[src/rtl/gcm_ctr_block_gen_if.sv]
// Handshake bundle between the GCTR counter-block generator and its neighbours:
// message/data inputs from the feeder and the counter/data stream to the AES ladder.
interface gcm_ctr_block_gen_if #(
   parameter int NB_BLK = 128,
   parameter int NB_IV  = 96
);
   logic              i_start;
   logic [NB_IV-1:0]  i_iv;
   logic [NB_BLK-1:0] i_data;
   logic              i_valid;
   logic              i_last;
   logic              o_ready;
   logic [NB_BLK-1:0] o_state;
   logic [NB_BLK-1:0] o_data;
   logic              o_valid;
   logic              o_j0;
   logic              o_last;
   logic              o_busy;
   logic              o_err;

   modport slave (
      input  i_start, i_iv, i_data, i_valid, i_last,
      output o_ready, o_state, o_data, o_valid, o_j0, o_last, o_busy, o_err
   );

   modport master (
      output i_start, i_iv, i_data, i_valid, i_last,
      input  o_ready, o_state, o_data, o_valid, o_j0, o_last, o_busy, o_err
   );
endinterface

[src/rtl/gcm_ctr_block_gen.sv]
// GCTR counter-block generator: emits J0 = {IV, 1} with zero data, then pairs
// each accepted input block with inc32 of the previous counter block.
//
// state   | meaning
// --------+-----------------------------------------------------------
// IDLE    | no message; inputs are dropped (sets o_err)
// J0      | one cycle; J0 block is emitted on the next edge
// RUN     | o_ready=1; each accepted block emitted with {IV, CTR}
module gcm_ctr_block_gen #(
   parameter int NB_BYTE = 8,
   parameter int N_BYTES = 16,
   parameter int NB_IV   = 96,
   parameter int NB_CTR  = 32
) (
   input  logic               i_clock,
   input  logic               i_reset,
   gcm_ctr_block_gen_if.slave bus
);
   localparam int NB_BLK = N_BYTES * NB_BYTE;
   localparam logic [NB_CTR-1:0] CTR_ONE   = NB_CTR'(1);
   localparam logic [NB_CTR-1:0] CTR_TWO   = NB_CTR'(2);
   // Blocks accepted before the one that hits the GCM 2^32-2 limit.
   localparam logic [NB_CTR-1:0] CNT_LIMIT = {{(NB_CTR-1){1'b1}}, 1'b0};

   typedef enum logic [1:0] {ST_IDLE, ST_J0, ST_RUN} state_t;

   state_t            state;
   logic [NB_IV-1:0]  iv_q;
   logic [NB_CTR-1:0] ctr;
   logic [NB_CTR-1:0] ctr_nxt;
   logic [NB_CTR-1:0] cnt;
   logic [NB_CTR-1:0] cnt_nxt;
   logic              accept;

   // A restart always wins over a concurrent data beat.
   assign accept = bus.i_valid & (state == ST_RUN) & ~bus.i_start;

   // Next counter and block count; wraps mod 2^32 and leaves the IV field alone.
   always_comb begin
      ctr_nxt = ctr;
      cnt_nxt = cnt;
      if (bus.i_start) begin
         ctr_nxt = CTR_ONE;
         cnt_nxt = '0;
      end else if (state == ST_J0) begin
         ctr_nxt = CTR_TWO;
      end else if (accept) begin
         ctr_nxt = ctr + CTR_ONE;
         cnt_nxt = cnt + CTR_ONE;
      end
   end

   // Counter and block-count registers.
   always_ff @(posedge i_clock or negedge i_reset) begin
      if (!i_reset) begin
         ctr <= '0;
         cnt <= '0;
      end else begin
         ctr <= ctr_nxt;
         cnt <= cnt_nxt;
      end
   end

   // Message FSM with registered ladder-side outputs.
   always_ff @(posedge i_clock or negedge i_reset) begin
      if (!i_reset) begin
         state       <= ST_IDLE;
         iv_q        <= '0;
         bus.o_ready <= 1'b0;
         bus.o_state <= '0;
         bus.o_data  <= '0;
         bus.o_valid <= 1'b0;
         bus.o_j0    <= 1'b0;
         bus.o_last  <= 1'b0;
         bus.o_busy  <= 1'b0;
         bus.o_err   <= 1'b0;
      end else begin
         bus.o_valid <= 1'b0;
         bus.o_j0    <= 1'b0;
         bus.o_last  <= 1'b0;
         if (bus.i_start) begin
            iv_q        <= bus.i_iv;
            state       <= ST_J0;
            bus.o_ready <= 1'b0;
            bus.o_busy  <= 1'b1;
         end else begin
            case (state)
               ST_IDLE: begin
                  if (bus.i_valid) bus.o_err <= 1'b1;
               end
               ST_J0: begin
                  bus.o_state <= {iv_q, ctr};
                  bus.o_data  <= '0;
                  bus.o_valid <= 1'b1;
                  bus.o_j0    <= 1'b1;
                  bus.o_ready <= 1'b1;
                  state       <= ST_RUN;
                  if (bus.i_valid) bus.o_err <= 1'b1;
               end
               ST_RUN: begin
                  if (bus.i_valid) begin
                     bus.o_state <= {iv_q, ctr};
                     bus.o_data  <= bus.i_data;
                     bus.o_valid <= 1'b1;
                     bus.o_last  <= bus.i_last;
                     if (cnt == CNT_LIMIT) bus.o_err <= 1'b1;
                     if (bus.i_last) begin
                        state       <= ST_IDLE;
                        bus.o_ready <= 1'b0;
                        bus.o_busy  <= 1'b0;
                     end
                  end
               end
               default: begin
                  state       <= ST_IDLE;
                  bus.o_ready <= 1'b0;
                  bus.o_busy  <= 1'b0;
               end
            endcase
         end
      end
   end
endmodule

[src/flat_wrapper.sv]
// flat-port wrapper written by rule: the top's interface ports become plain ports
module gcm_ctr_block_gen_flat 
#(
   parameter int NB_BYTE = 8,
   parameter int N_BYTES = 16,
   parameter int NB_IV   = 96,
   parameter int NB_CTR  = 32
)
  (i_clock, i_reset, bus_i_start, bus_i_iv, bus_i_data, bus_i_valid, bus_i_last, bus_o_ready, bus_o_state, bus_o_data, bus_o_valid, bus_o_j0, bus_o_last, bus_o_busy, bus_o_err);
  gcm_ctr_block_gen_if #(.NB_IV(NB_IV)) bus_i ();
  input  logic i_clock;
  input  logic i_reset;
  input wire logic [$bits(bus_i.i_start)-1:0] bus_i_start;
  input wire logic [$bits(bus_i.i_iv)-1:0] bus_i_iv;
  input wire logic [$bits(bus_i.i_data)-1:0] bus_i_data;
  input wire logic [$bits(bus_i.i_valid)-1:0] bus_i_valid;
  input wire logic [$bits(bus_i.i_last)-1:0] bus_i_last;
  output wire logic [$bits(bus_i.o_ready)-1:0] bus_o_ready;
  output wire logic [$bits(bus_i.o_state)-1:0] bus_o_state;
  output wire logic [$bits(bus_i.o_data)-1:0] bus_o_data;
  output wire logic [$bits(bus_i.o_valid)-1:0] bus_o_valid;
  output wire logic [$bits(bus_i.o_j0)-1:0] bus_o_j0;
  output wire logic [$bits(bus_i.o_last)-1:0] bus_o_last;
  output wire logic [$bits(bus_i.o_busy)-1:0] bus_o_busy;
  output wire logic [$bits(bus_i.o_err)-1:0] bus_o_err;
  assign bus_i.i_start = bus_i_start;
  assign bus_i.i_iv = bus_i_iv;
  assign bus_i.i_data = bus_i_data;
  assign bus_i.i_valid = bus_i_valid;
  assign bus_i.i_last = bus_i_last;
  assign bus_o_ready = bus_i.o_ready;
  assign bus_o_state = bus_i.o_state;
  assign bus_o_data = bus_i.o_data;
  assign bus_o_valid = bus_i.o_valid;
  assign bus_o_j0 = bus_i.o_j0;
  assign bus_o_last = bus_i.o_last;
  assign bus_o_busy = bus_i.o_busy;
  assign bus_o_err = bus_i.o_err;
  gcm_ctr_block_gen #(.NB_BYTE(NB_BYTE), .N_BYTES(N_BYTES), .NB_IV(NB_IV), .NB_CTR(NB_CTR)) u_core (.i_clock(i_clock), .i_reset(i_reset), .bus(bus_i));
endmodule
[config.mk]
export PLATFORM = sky130hd
export DESIGN_NAME = gcm_ctr_block_gen_flat
export DESIGN_NICKNAME = d
export VERILOG_FILES = /design/src/rtl/gcm_ctr_block_gen_if.sv /design/src/rtl/gcm_ctr_block_gen.sv /design/src/flat_wrapper.sv
export SDC_FILE = /design/constraint.sdc
export NUM_CORES = 1
export LEC_CHECK = 0
export ABC_AREA = 0
export BUFFER_PORTS_ARGS = -buffer_cell sky130_fd_sc_hd__buf_2
export CAP_MARGIN = 5
export CORE_MARGIN = 2
export CORE_UTILIZATION = 45
export CTS_BUF_LIST = sky130_fd_sc_hd__clkbuf_4
export DETAILED_ROUTE_END_ITERATION = 8
export HOLD_SLACK_MARGIN = 0.1
export PLACE_DENSITY = 0.73
export SLEW_MARGIN = 20
export SYNTH_ARGS = -nofsm -noshare
export SYNTH_HDL_FRONTEND = slang
export SYNTH_SLANG_ARGS = --single-unit
[constraint.sdc]
create_clock -name i_clock -period 2.35 [get_ports i_clock]
set_input_delay 0.5875 -clock i_clock [delete_from_list [all_inputs] [get_ports i_clock]]
set_output_delay 0.5875 -clock i_clock [all_outputs]
set_load 0.01 [all_outputs]
==> impl_metrics.tcl <==
set metrics [dict create \
    status "complete, no violations" \
    crit_fanout 5 \
    cp_slowest_cell "or4_1" \
    max_stage_delay_ns 0.55 \
    fin_nets 2182 \
    hpwl_um 29870 \
    powerDensity_nw_per_um2 806.1 \
    die_area_um2 37690 \
    globalplace.congestion 0.8468 \
    antenna_found_initial 3 \
    cp_data_required_time_ns 3.03 \
    drt-total-wl_um 49040 \
    synthesis.instances 1143 \
    via_per_inst 5.286 \
    grt.total_usage_pct 26.00 \
    crit_chain "nand2_2 > or4_1 > or4_4 > or3_1 > a21oi_1" \
    grt_max_degree 124 \
    dieWidth_um 194.1 \
    cts_setup_buffers 0 \
    start_util_pct 45.74 \
    synth.avg_cell_area_um2 14.23 \
    first_pass_iters 5 \
    drv_slew 0 \
    startpoint_type "flop" \
    power_leakage_uw 0.01153 \
    drv_cap 0 \
    hp-class "in2reg" \
    io_pins 491 \
    ys_types 43 \
    synth_ff_type "dfrtp_1" \
    async_flop_share_pct 100.0 \
    rsz0062_at_grt "no" \
    worst_slack_ns 0.2071 \
    synth_xor_xnor_area_share_pct 2.692 \
    post-place-ws_ns 0.1591 \
    htreeDepth 3 \
    vias 13080 \
    drt-wirelength-per-cell_um 19.81 \
    synth_compound_area_share_pct 8.137 \
    root_buffer "clkbuf_4" \
    clkTransAtPathRegs_ns 0.06 \
    fin_hold_ws_ns 0.2609 \
    synthAdderAreaFrac_pct 0.5383 \
    die_h_um 194.1 \
    post-route-min-period_ns 2.143 \
    nFillCells 2485 \
    synth_top_family_by_area "multiplexers" \
    fmax_mhz 466.7 \
    dpl-instance-area_um2 19640 \
    syn_area_um2 16270 \
    period_share_pct 91.19 \
    yosysSeqAreaShare_pct 65.06 \
    drtAntennaViolNets 0 \
    cts_tree "done" \
    worst_pin_slew_ns 0.7087 \
    port_buffers 490 \
    finalClockSkew_ns 0.06080 \
    syn_to_final_growth_pct 42.64 \
    grt_pass1_vias 14430 \
    cp_data_arrival_time_ns 2.82 \
    grt_pass1_wl_um 78030 \
    drcViolationCount 0 \
    design_area_um2 23210 \
    synth_edf_count 0 \
    cts.sinks 423 \
    drt-initial-drc-count 642 \
    synth-simple-area-share_pct 6.222 \
    slew_headroom_pct 52.75 \
    ys_warn_count 0 \
    worstSetupPathType "reg2reg" \
    rows 69 \
    worst_setup_path_end_kind "flop" \
    hold_viol_final 0 \
    tns_ns 0 \
    cts_max_path_buffers 3 \
    setup_viol 0 \
    final_core_util_pct 65.25 \
    peakVddDrop_mv 0.7437 \
    drive_gt1_share_pct 46.52 \
    cts_inserted_buffers 106 \
    ys_ff_latch 423 \
    clk_latency_ns 0.80 \
    synthMuxAreaShare_pct 15.50 \
    gr-total-overflow 0 \
    core_area_um2 35570 \
    synthesis.nets 1379 \
]
-- cell type report --
cell class | instances | area [um^2] | share of cell area, %
repair buffers | 764 | 5304 | 22.85
well taps | 461 | 576.8 | 2.485
flip-flops and latches | 423 | 10590 | 45.61
multi-input cells | 640 | 5416 | 23.34
diodes | 2 | 5.005 | 0.02157
clock inverters | 21 | 130.1 | 0.5607
clock buffers | 153 | 1149 | 4.949
inverters | 11 | 41.29 | 0.1779
-- critical path: cells and delay by family, from the launching register on --
kind	cells	cell delay (ns)
AND/OR/NAND/NOR	4	1.48
flip-flops	1	0.43
AO/OA/AOI/OAI	1	0.14
-- timing repair --
action                                 CTS  global route
hold buffers                           226             0
setup endpoints to repair                0             7
endpoints found under the hold margin  334             0
gates resized for setup                  0             3
-- worst paths after layout --
kind                                   from                     end  slack [ns]  cells after the start
setup / recovery             u_core.cnt[12]          u_core.cnt[26]        0.21                      5
hold / removal                  bus_i_start      u_core.bus.o_valid        0.26                      3
setup reg to reg             u_core.cnt[12]          u_core.cnt[26]        0.21                      5
hold reg to reg            u_core.bus.o_err        u_core.bus.o_err        0.46                      1
max in group asynchronous           i_reset  u_core.bus.o_state[14]        1.20                      3
min in group asynchronous           i_reset  u_core.bus.o_state[12]        0.35                      2
-- cell usage after synthesis (2+ instances only) --
master / instances / area [um^2]
a211oi_1: 2 / 15.01
a21o_1: 4 / 30.03
a21oi_1: 12 / 60.06
a22o_1: 128 / 1121
and2_1: 2 / 12.51
and3_1: 11 / 68.82
and4_1: 5 / 43.79
clkbuf_1: 67 / 251.5
dfrtp_1: 423 / 10590
ha_1: 7 / 87.58
inv_1: 11 / 41.29
mux2_2: 223 / 2511
nand2_1: 27 / 101.4
nand2b_1: 3 / 18.77
nand3_1: 19 / 95.09
nand4_1: 20 / 125.1
nor2_1: 63 / 236.5
nor2b_1: 2 / 12.51
nor3_1: 10 / 50.05
nor3b_1: 2 / 15.01
nor4_1: 11 / 68.82
o21ai_0: 11 / 55.05
o21bai_1: 2 / 15.01
or2_2: 4 / 25.02
or3_1: 8 / 50.05
xnor2_1: 24 / 210.2
xor2_1: 26 / 227.7
-- power by group --
group / leakage, uW / total [uW] / switching (uW) / internal, uW
logic: 0.00532 / 3800 / 1900 / 1910
clock network: 0.000766 / 6090 / 3000 / 3080
registers: 0.00544 / 8820 / 568 / 8250
total: 0.0115 / 18700 / 5470 / 13200
-- cell usage in the layout (no fill, tap or decap), drive strengths merged, types with 4 or more instances in the layout --
master / synthesis / final
a21o: 4 / 4
a21oi: 12 / 12
a22o: 128 / 128
and3: 11 / 11
and4: 5 / 5
buf: 2 / 538
clkbuf: 67 / 153
clkinv: 0 / 17
dfrtp: 423 / 423
dlygate4sd3: 0 / 226
ha: 7 / 7
inv: 11 / 14
mux2: 223 / 223
nand2: 28 / 28
nand3: 19 / 19
nand4: 20 / 20
nor2: 63 / 63
nor3: 10 / 10
nor4: 12 / 12
o21ai: 11 / 11
or2: 4 / 4
or3: 9 / 9
xnor2: 24 / 24
xor2: 26 / 26
-- layer usage --
layer  track usage (%)  wire length [um]  vias to the layer above
li1                  -                 -                     5765
met5                 0                11                        -
met3             8.454              3771                      165
met2             43.25             24280                      581
met1             30.07             18910                     6571
met4             13.52              2068                        2
-- through the flow --
stage / total power, uW / std cells
after global routing: 19570 / 2475
after detailed placement: 12310 / 2073
after floorplan: 10500 / 1143
final: 18710 / 2475
after global placement: 12180 / 2073
after CTS: 18650 / 2473
-- sequential cells by signal, indices dropped and copies added (netlist names) --
name,flops
u_core.bus.o_data,128
u_core.bus.o_state,128
u_core.iv_q,96
u_core.cnt,32
u_core.ctr,32
u_core.state,2
u_core.bus.o_busy,1
u_core.bus.o_err,1
u_core.bus.o_j0,1
u_core.bus.o_last,1
u_core.bus.o_valid,1
-- cells by family (layout without fill, tap and decap cells) --
family                   after synthesis  in the layout
AO/OA/AOI/OAI                        162            162
XOR/XNOR                              50             50
other                                  0              2
multiplexers                         224            224
AND/OR/NAND/NOR                      197            197
flip-flops                           423            423
adder cells (fa/ha/maj)                7              7
buffers and inverters                 80            949
No activity file was read; power rests on OpenSTA's default activity.
